## config.mk

```make
export PLATFORM = sky130hd
export DESIGN_NAME = cic_interp_scheduler
export DESIGN_NICKNAME = d
export VERILOG_FILES = /design/src/rtl/cic_pkg.sv /design/src/rtl/cic_phase_counter.sv /design/src/rtl/cic_interp_scheduler.sv
export SDC_FILE = /design/constraint.sdc
export NUM_CORES = 1
export LEC_CHECK = 0
export ABC_AREA = 1
export CAP_MARGIN = 20
export CORE_UTILIZATION = 50
export DETAILED_ROUTE_END_ITERATION = 12
export PLACE_DENSITY_LB_ADDON = 0.2
export SLEW_MARGIN = 20
export SYNTH_ARGS = -nofsm -noshare
export SYNTH_HDL_FRONTEND = slang
export SYNTH_SLANG_ARGS = --single-unit
```

## constraint.sdc

```tcl
create_clock -name clk -period 5.5 [get_ports clk]
set_clock_uncertainty 0.1 [all_clocks]
set_input_delay 0.55 -clock clk [delete_from_list [all_inputs] [get_ports clk]]
set_output_delay 0.55 -clock clk [all_outputs]
set_load 0.01 [all_outputs]
```

## src/rtl/cic_pkg.sv

```systemverilog
// Shared definitions for the CIC interpolator/decimator scheduling blocks.
//   sched_state_t      : scheduler FSM states
//   CIC_DATA_WIDTH     : default sample width, must match the CIC datapath
//   CIC_DEFAULT_RATIO  : default interpolation ratio
package cic_pkg;

    typedef enum logic [1:0] {
        ST_IDLE  = 2'd0,
        ST_PRIME = 2'd1,
        ST_RUN   = 2'd2,
        ST_DRAIN = 2'd3
    } sched_state_t;

    localparam int CIC_DATA_WIDTH    = 16;
    localparam int CIC_DEFAULT_RATIO = 64;

endpackage

```

## src/rtl/cic_phase_counter.sv

```systemverilog
// Loadable wrap-around phase counter with terminal-count flag.
//   clk, rst   : clock, async active-high reset
//   load       : synchronous load of load_value (has priority over enable)
//   load_value : value loaded when load is high
//   enable     : advance the counter; wraps to 0 after period-1
//   period     : wrap period in clocks, must be >= 1
//   count      : current phase
//   tc         : high while count == period-1
module cic_phase_counter #(
    parameter int WIDTH = 8
) (
    input  logic             clk,
    input  logic             rst,
    input  logic             load,
    input  logic [WIDTH-1:0] load_value,
    input  logic             enable,
    input  logic [WIDTH-1:0] period,
    output logic [WIDTH-1:0] count,
    output logic             tc
);

    assign tc = (count == (period - WIDTH'(1)));

    always_ff @(posedge clk or posedge rst) begin
        if (rst) begin
            count <= '0;
        end else if (load) begin
            count <= load_value;
        end else if (enable) begin
            count <= tc ? '0 : count + WIDTH'(1);
        end
    end

endmodule

```

## src/rtl/cic_interp_scheduler.sv

```systemverilog
// Rate scheduler in front of the CIC3 interpolator. Takes samples from a
// valid/ready stream and emits one cic_valid strobe every period clocks,
// substituting zero (and counting it) on underrun, and flushing the
// interpolator with zeros when disabled.
//   clk, rst     : clock, async active-high reset
//   cfg_enable   : run request (level)
//   cfg_ratio    : interpolation period in clocks, 0 means 1; latched on start
//   s_data/s_valid/s_ready : upstream sample stream
//   cic_data/cic_valid     : registered sample + one-clock strobe to the CIC
//   underrun_cnt : saturating count of zero-substituted RUN strobes
//   busy         : high whenever the scheduler is not idle
//
// state | meaning
// IDLE  | stopped, waiting for cfg_enable
// PRIME | s_ready held high, waiting for the first sample (no underruns)
// RUN   | strobe at phase == period-1; sample or zero substitute
// DRAIN | strobes carry zero until FLUSH_SAMPLES have been issued
module cic_interp_scheduler
    import cic_pkg::*;
#(
    parameter int DATA_WIDTH    = CIC_DATA_WIDTH,
    parameter int RATIO_W       = 8,
    parameter int FLUSH_SAMPLES = 4,
    parameter int CNT_W         = 16
) (
    input  logic                         clk,
    input  logic                         rst,
    input  logic                         cfg_enable,
    input  logic [RATIO_W-1:0]           cfg_ratio,
    input  logic signed [DATA_WIDTH-1:0] s_data,
    input  logic                         s_valid,
    output logic                         s_ready,
    output logic signed [DATA_WIDTH-1:0] cic_data,
    output logic                         cic_valid,
    output logic [CNT_W-1:0]             underrun_cnt,
    output logic                         busy
);

    localparam int FLUSH_W = $clog2(FLUSH_SAMPLES + 1);
    localparam logic [FLUSH_W-1:0] FLUSH_LAST = FLUSH_W'(FLUSH_SAMPLES - 1);

    sched_state_t state, state_next;

    logic [RATIO_W-1:0] period;
    logic [RATIO_W-1:0] phase;
    logic               phase_tc;
    logic               phase_load;
    logic               phase_run;
    logic [FLUSH_W-1:0] flush_cnt;

    logic                         start;
    logic                         strobe;
    logic signed [DATA_WIDTH-1:0] strobe_data;
    logic                         underrun;
    logic                         flush_clr;
    logic                         flush_inc;

    cic_phase_counter #(
        .WIDTH (RATIO_W)
    ) u_phase (
        .clk        (clk),
        .rst        (rst),
        .load       (phase_load),
        .load_value ('0),
        .enable     (phase_run),
        .period     (period),
        .count      (phase),
        .tc         (phase_tc)
    );

    always_ff @(posedge clk or posedge rst) begin
        if (rst) begin
            state <= ST_IDLE;
        end else begin
            state <= state_next;
        end
    end

    always_comb begin
        state_next  = state;
        s_ready     = 1'b0;
        start       = 1'b0;
        strobe      = 1'b0;
        strobe_data = '0;
        underrun    = 1'b0;
        flush_clr   = 1'b0;
        flush_inc   = 1'b0;
        phase_load  = 1'b0;
        phase_run   = 1'b0;

        unique case (state)
            ST_IDLE: begin
                phase_load = 1'b1;
                if (cfg_enable) begin
                    start      = 1'b1;
                    state_next = ST_PRIME;
                end
            end
            ST_PRIME: begin
                s_ready    = 1'b1;
                phase_load = 1'b1;
                // disable takes priority over a sample offered in the same cycle
                if (!cfg_enable) begin
                    state_next = ST_IDLE;
                end else if (s_valid) begin
                    strobe      = 1'b1;
                    strobe_data = s_data;
                    state_next  = ST_RUN;
                end
            end
            ST_RUN: begin
                phase_run = 1'b1;
                s_ready   = phase_tc;
                if (phase_tc) begin
                    strobe = 1'b1;
                    if (s_valid) begin
                        strobe_data = s_data;
                    end else begin
                        underrun = 1'b1;
                    end
                end
                if (!cfg_enable) begin
                    flush_clr  = 1'b1;
                    state_next = ST_DRAIN;
                end
            end
            ST_DRAIN: begin
                // phase keeps running so strobe spacing is unbroken across RUN->DRAIN
                phase_run = 1'b1;
                if (phase_tc) begin
                    strobe = 1'b1;
                    if (flush_cnt == FLUSH_LAST) begin
                        state_next = ST_IDLE;
                    end else begin
                        flush_inc = 1'b1;
                    end
                end
            end
            default: begin
                state_next = ST_IDLE;
            end
        endcase
    end

    always_ff @(posedge clk or posedge rst) begin
        if (rst) begin
            period       <= RATIO_W'(1);
            cic_valid    <= 1'b0;
            cic_data     <= '0;
            underrun_cnt <= '0;
            flush_cnt    <= '0;
            busy         <= 1'b0;
        end else begin
            cic_valid <= strobe;
            if (strobe) begin
                cic_data <= strobe_data;
            end

            if (start) begin
                period       <= (cfg_ratio == '0) ? RATIO_W'(1) : cfg_ratio;
                underrun_cnt <= '0;
            end else if (underrun && (underrun_cnt != {CNT_W{1'b1}})) begin
                underrun_cnt <= underrun_cnt + CNT_W'(1);
            end

            if (start || flush_clr) begin
                flush_cnt <= '0;
            end else if (flush_inc) begin
                flush_cnt <= flush_cnt + FLUSH_W'(1);
            end

            busy <= (state_next != ST_IDLE);
        end
    end

endmodule

```

# Word-level counts from Yosys, hierarchy flattened
# Index checks and enable logic that the tools add are counted.
[totals]
reg_bits = 55
latch_bits = 0
ramBits = 0
romBits = 0
in_bits = 28
output_inout_bits = 35
wordCells = 64
memories = 0
[op_classes]
n_addsub = 4
multipliers = 0
div = 0
magnitude_cmp = 0
eq_ne = 6
shifts = 0
mux = 36
n_bitwise = 0
reduce_logical = 10
[ops]
columns = ["operator", "n"]
rows = [
  ["two-way mux 16 bit", 5],
  ["two-way mux 8 bit", 4],
  ["case mux 16 bit (2 select lines)", 1],
  ["adder 16 x 1 -> 16 bit, second input constant", 1],
  ["inequality test 16 bit, second input constant", 1],
  ["two-way mux 1 bit", 15],
  ["two-way mux 2 bit", 6],
  ["adder 8 x 1 -> 8 bit, second input constant", 1],
  ["equality test 8 bit", 1],
  ["logical NOT 8 bit", 1],
  ["case mux 2 bit (4 select lines)", 1],
  ["nonzero test 2 bit", 4],
  ["subtractor 8 x 1 -> 8 bit, second input constant", 1],
  ["two-way mux 3 bit", 2],
  ["equality test 2 bit, second input constant", 2],
  ["case mux 1 bit (2 select lines)", 2],
  ["OR reduction 2 bit", 2],
  ["adder 3 x 1 -> 3 bit, second input constant", 1],
  ["equality test 3 x 2 -> 1 bit, second input constant", 1],
  ["equality test 2 x 1 -> 1 bit, second input constant", 1],
  ["logical NOT 2 bit", 1],
  ["logical AND 1 bit", 1],
  ["logical OR 1 bit", 1],
]

# Longest topological paths before layout
[logic_depth]
word_depth = 7
depth_mapped = 16
mapped_depth_nobuf = 15

# By module
# Synthesis repeated with hierarchy kept, for this count alone.
[unflattened]
cells_unflattened = 468
area_unflattened_um2 = 3365.7
[modules_own_cells]
columns = ["mod", "instances", "cells_each", "area_per_inst_um2", "seq_area_each_um2"]
rows = [
  ["cic_interp_scheduler", 1, 325, 2503.7, 1177.4],
  ["cic_phase_counter", 1, 143, 862.1, 200.2],
]

# Worst setup path before layout
# OpenSTA, ideal clock, no wires.
[synth_path]
path_kind = "register -> output"
start = "reg period[0]"
end = "out s_ready"
arrival_time_ps = 1937
required_ps = 4850
slack_ps = 2913
stages_incl_launch_ff = 13
n_path_buf = 0
path_cell_list = "dfstp_2 inv_2 ha_1 inv_1 nand2_1 nand2_1 nor2_1 nand2_1 nor2_1 nand2_1 nor2_4 nand3_2 a21boi_0"
[synth_via]
elab_chain_cells = 3
[synth_rtl]
columns = ["item", "line_no", "rtl"]
rows = [
  ["start: declaration", "cic_interp_scheduler.sv:44", "logic [RATIO_W-1:0] period;"],
  ["start signal: assignment", "cic_interp_scheduler.sv:160", "period <= (cfg_ratio == '0) ? RATIO_W'(1) : cfg_ratio;"],
  ["subtractor 8 x 1 -> 8 bit", "cic_phase_counter.sv:22", "assign tc = (count == (period - WIDTH'(1)));"],
  ["equality test 8 bit", "cic_phase_counter.sv:22", ""],
  ["case mux 1 bit (2 select lines)", "cic_interp_scheduler.sv:91", "unique case (state)"],
  ["end: declaration", "cic_interp_scheduler.sv:32", "output logic s_ready,"],
]
# No other way between the ends.

# Final worst setup path
# Same ends and word-level chain as after synthesis.

==> summary.txt <==
Yosys
  • Count of different cell masters after synthesis: 30
  • Yosys warning total: 0
  • Avg Cell Area, Syn: 7.349 sq um
  • #FFs+latches synth: 55
  • Post-synth top area share: 40.86%
  • Syn Inst Count: 450
  • Area leader, netlist: dfrtp_1
  • Mapped cell area: 3307 sq um
  • Top post-synthesis cells by area: dfrtp_1, nand2_1, nand3_1
  • Post-Synthesis Net Count: 487
  • Sequential area share after synthesis: 41.66%

Job
  • Max-cap violation count: 0

Global route
  • Largest net degree at the start of global routing: 56
  • Initial antenna violation count: 0
  • Number of global-route vias before repair: 2988
  • First-pass GRT wire length: 13590 um
  • GRT Util Overall: 23.75%
  • Total grt overflow: 0

Clock tree
  • Clk slew on worst S/H paths: 100 ps
  • Hold_buf cts: 0
  • CTS H-tree depth: 2
  • Sink Count: 55
  • CTS buffer count: 5
  • Post_cts resized: 0
  • Root buf cell: clkbuf_8
  • Clock Latency Late Sink: 310 ps
  • Max clock buf depth: 2
  • TritonCTS clock tree: yes
  • Postcts setup bufs: 0

Floorplanning
  • Die Span X: 83.33 um
  • Starting density of the core: 52.08%
  • I/O pin count: 63
  • Rows: 29
  • Die span in y: 83.33 um
  • Die Area: 6943 sq um
  • Core region area: 6350 sq um

STA
  • Final setup margin: 2016 ps
  • Final Critical Period: 3484 ps
  • Highest clock rate: 287.0 MHz
  • Setup Viol. Count Final: 0
  • RSZ-0062 raised after global routing: false
  • Worst Tran Pin Value: 678.1 ps
  • Final Slew Violations: 0
  • Total negative slack: 0 ps
  • Relative slew slack: 54.79%
  • Endpoints failing hold: 0
  • Tcrit/Tclk final: 63.35%

Hold path
  • Worst Hold Depth: 2
  • Worst hold path type: flip-flop to flip-flop

Pwr
  • Total design power: 1398 uW
  • Pwr dens: 340.2 nW/um^2
  • Maximum VDD drop: 0.0002106 V
  • Leakage Power: 0.002038 uW

Route
  • Vias: 3071
  • DR vias/cell: 5.188
  • Detailed Routing Iterations Pass 1: 4
  • Initial DRC count: 181
  • Wire per inst: 12.97 um
  • Post-route DRC: 0
  • Final wirelength: 7678 um
  • ANT nets after route: 0

Place
  • IO buf count: 62
  • Worst slack, placed: 2356 ps
  • Gpl congestion: 0.9278
  • Final HPWL DP: 5775 um
  • Dpl cell area: 3994 sq um

Cells and area
  • Cell area after layout: 4109 sq um
  • Layout area overhead: 24.25%
  • Filler Cell Count: 559
  • Layout cell share with drive strength beyond 1: 6.019%
  • N_diodes: 0
  • Commonest cells after routing, fill and taps aside: nand2_1, clkdlybuf4s50_1, nand3_1, inv_1, dfrtp_1
  • Nets: 551
  • Most common cell after layout, fill and taps aside: nand2_1

Critical path
  • CP endpoint kind: output port
  • Worst EP required: 4850 ps
  • Peak fanout along the critical path: 7
  • Worst Path Arrival: 2830 ps
  • Critical Path Source Type: flip-flop
  • CP Class: flip-flop to output port
  • Reg2reg path depth: 15

Run status
  • Outcome: completed
worst max-delay path: stages, from the launching register on:
cell and delay, ps:
dfstp_2 560, inv_2 70, ha_1 300, inv_1 40
nand2_1 50, nand2_1 40, nor2_1 160, nand2_1 70
nor2_1 90, nand2_1 80, nor2_4 160, nand3_2 130
a21boi_0 180, clkdlybuf4s50_1 580
logic make-up after synthesis:
logic type,synth area share (%)
muxes,0.3405
DFF,41.66
AOI/OAI and AO/OA,7.189
and+or+nand+nor,34.47
buffers and inverters,8.702
xor gates and xnor gates,4.237
adders and majority gates,3.405
worst paths after layout:
check	endpoint	startpoint	slack, ps
max	s_ready	period[0]$_DFFE_PP1P_	2020
min	cic_data[3]$_DFFE_PP0P_	cic_data[3]$_DFFE_PP0P_	390
max reg2reg	cic_data[8]$_DFFE_PP0P_	period[0]$_DFFE_PP1P_	2790
min reg2reg	cic_data[3]$_DFFE_PP0P_	cic_data[3]$_DFFE_PP0P_	390
max in group asynchronous	period[7]$_DFFE_PP0P_	rst	4210
min in group asynchronous	cic_data[5]$_DFFE_PP0P_	rst	650
power breakdown:
group / switching (uW) / internal, uW
Combinational: 357 / 228
Clock: 139 / 137
Sequential: 66.7 / 470
sequential cells by signal, indices dropped and copies added (netlist names):
register and cells:
busy 1, cic_data 16, cic_valid 1, flush_cnt 3
period 8, state 2, u_phase.count 8, underrun_cnt 16
through the flow:
stage	hold slack (ps)	utilization [%]	cells
after floorplan	392.2	-	450
after global placement	363.4	62.90	584
after CTS	391.4	64.71	592
final	387.4	64.71	592
after detailed placement	363.7	62.90	584
after global routing	407.8	64.71	592
cell usage after synthesis, drive strengths merged:
library cell  count
a21oi            20
o21ai            10
inv              64
dfstp             1
nand2           120
nand3            63
xor2             11
nor2             51
nand4            13
nor3              8
o21a              1
nor4              1
o22ai             8
dfrtp            54
mux2              1
clkbuf            4
a21boi            1
buf               3
xnor2             5
or2               2
ha                9
cell type report:
cell class / count / area [sq um] / share of cell area [%]
clock inverters: 3 / 46.29 / 1.127
clock buffers: 5 / 68.82 / 1.675
well taps: 77 / 96.34 / 2.345
repair buffers: 64 / 635.6 / 15.47
multi-input cells: 324 / 1642 / 39.95
flip-flops and latches: 55 / 1378 / 33.53
inverters: 64 / 242.7 / 5.907
per-layer routing:
layer | global-route usage, % | part of all wire [%] | up-vias
li1 | - | - | 1572
met1 | 31.51 | 46 | 1439
met2 | 39.49 | 49 | 56
met3 | 3.877 | 3.9 | 4
met4 | 7.994 | 0.82 | 0
met5 | 0 | 0 | -
No activity file was read; power rests on OpenSTA's default activity.
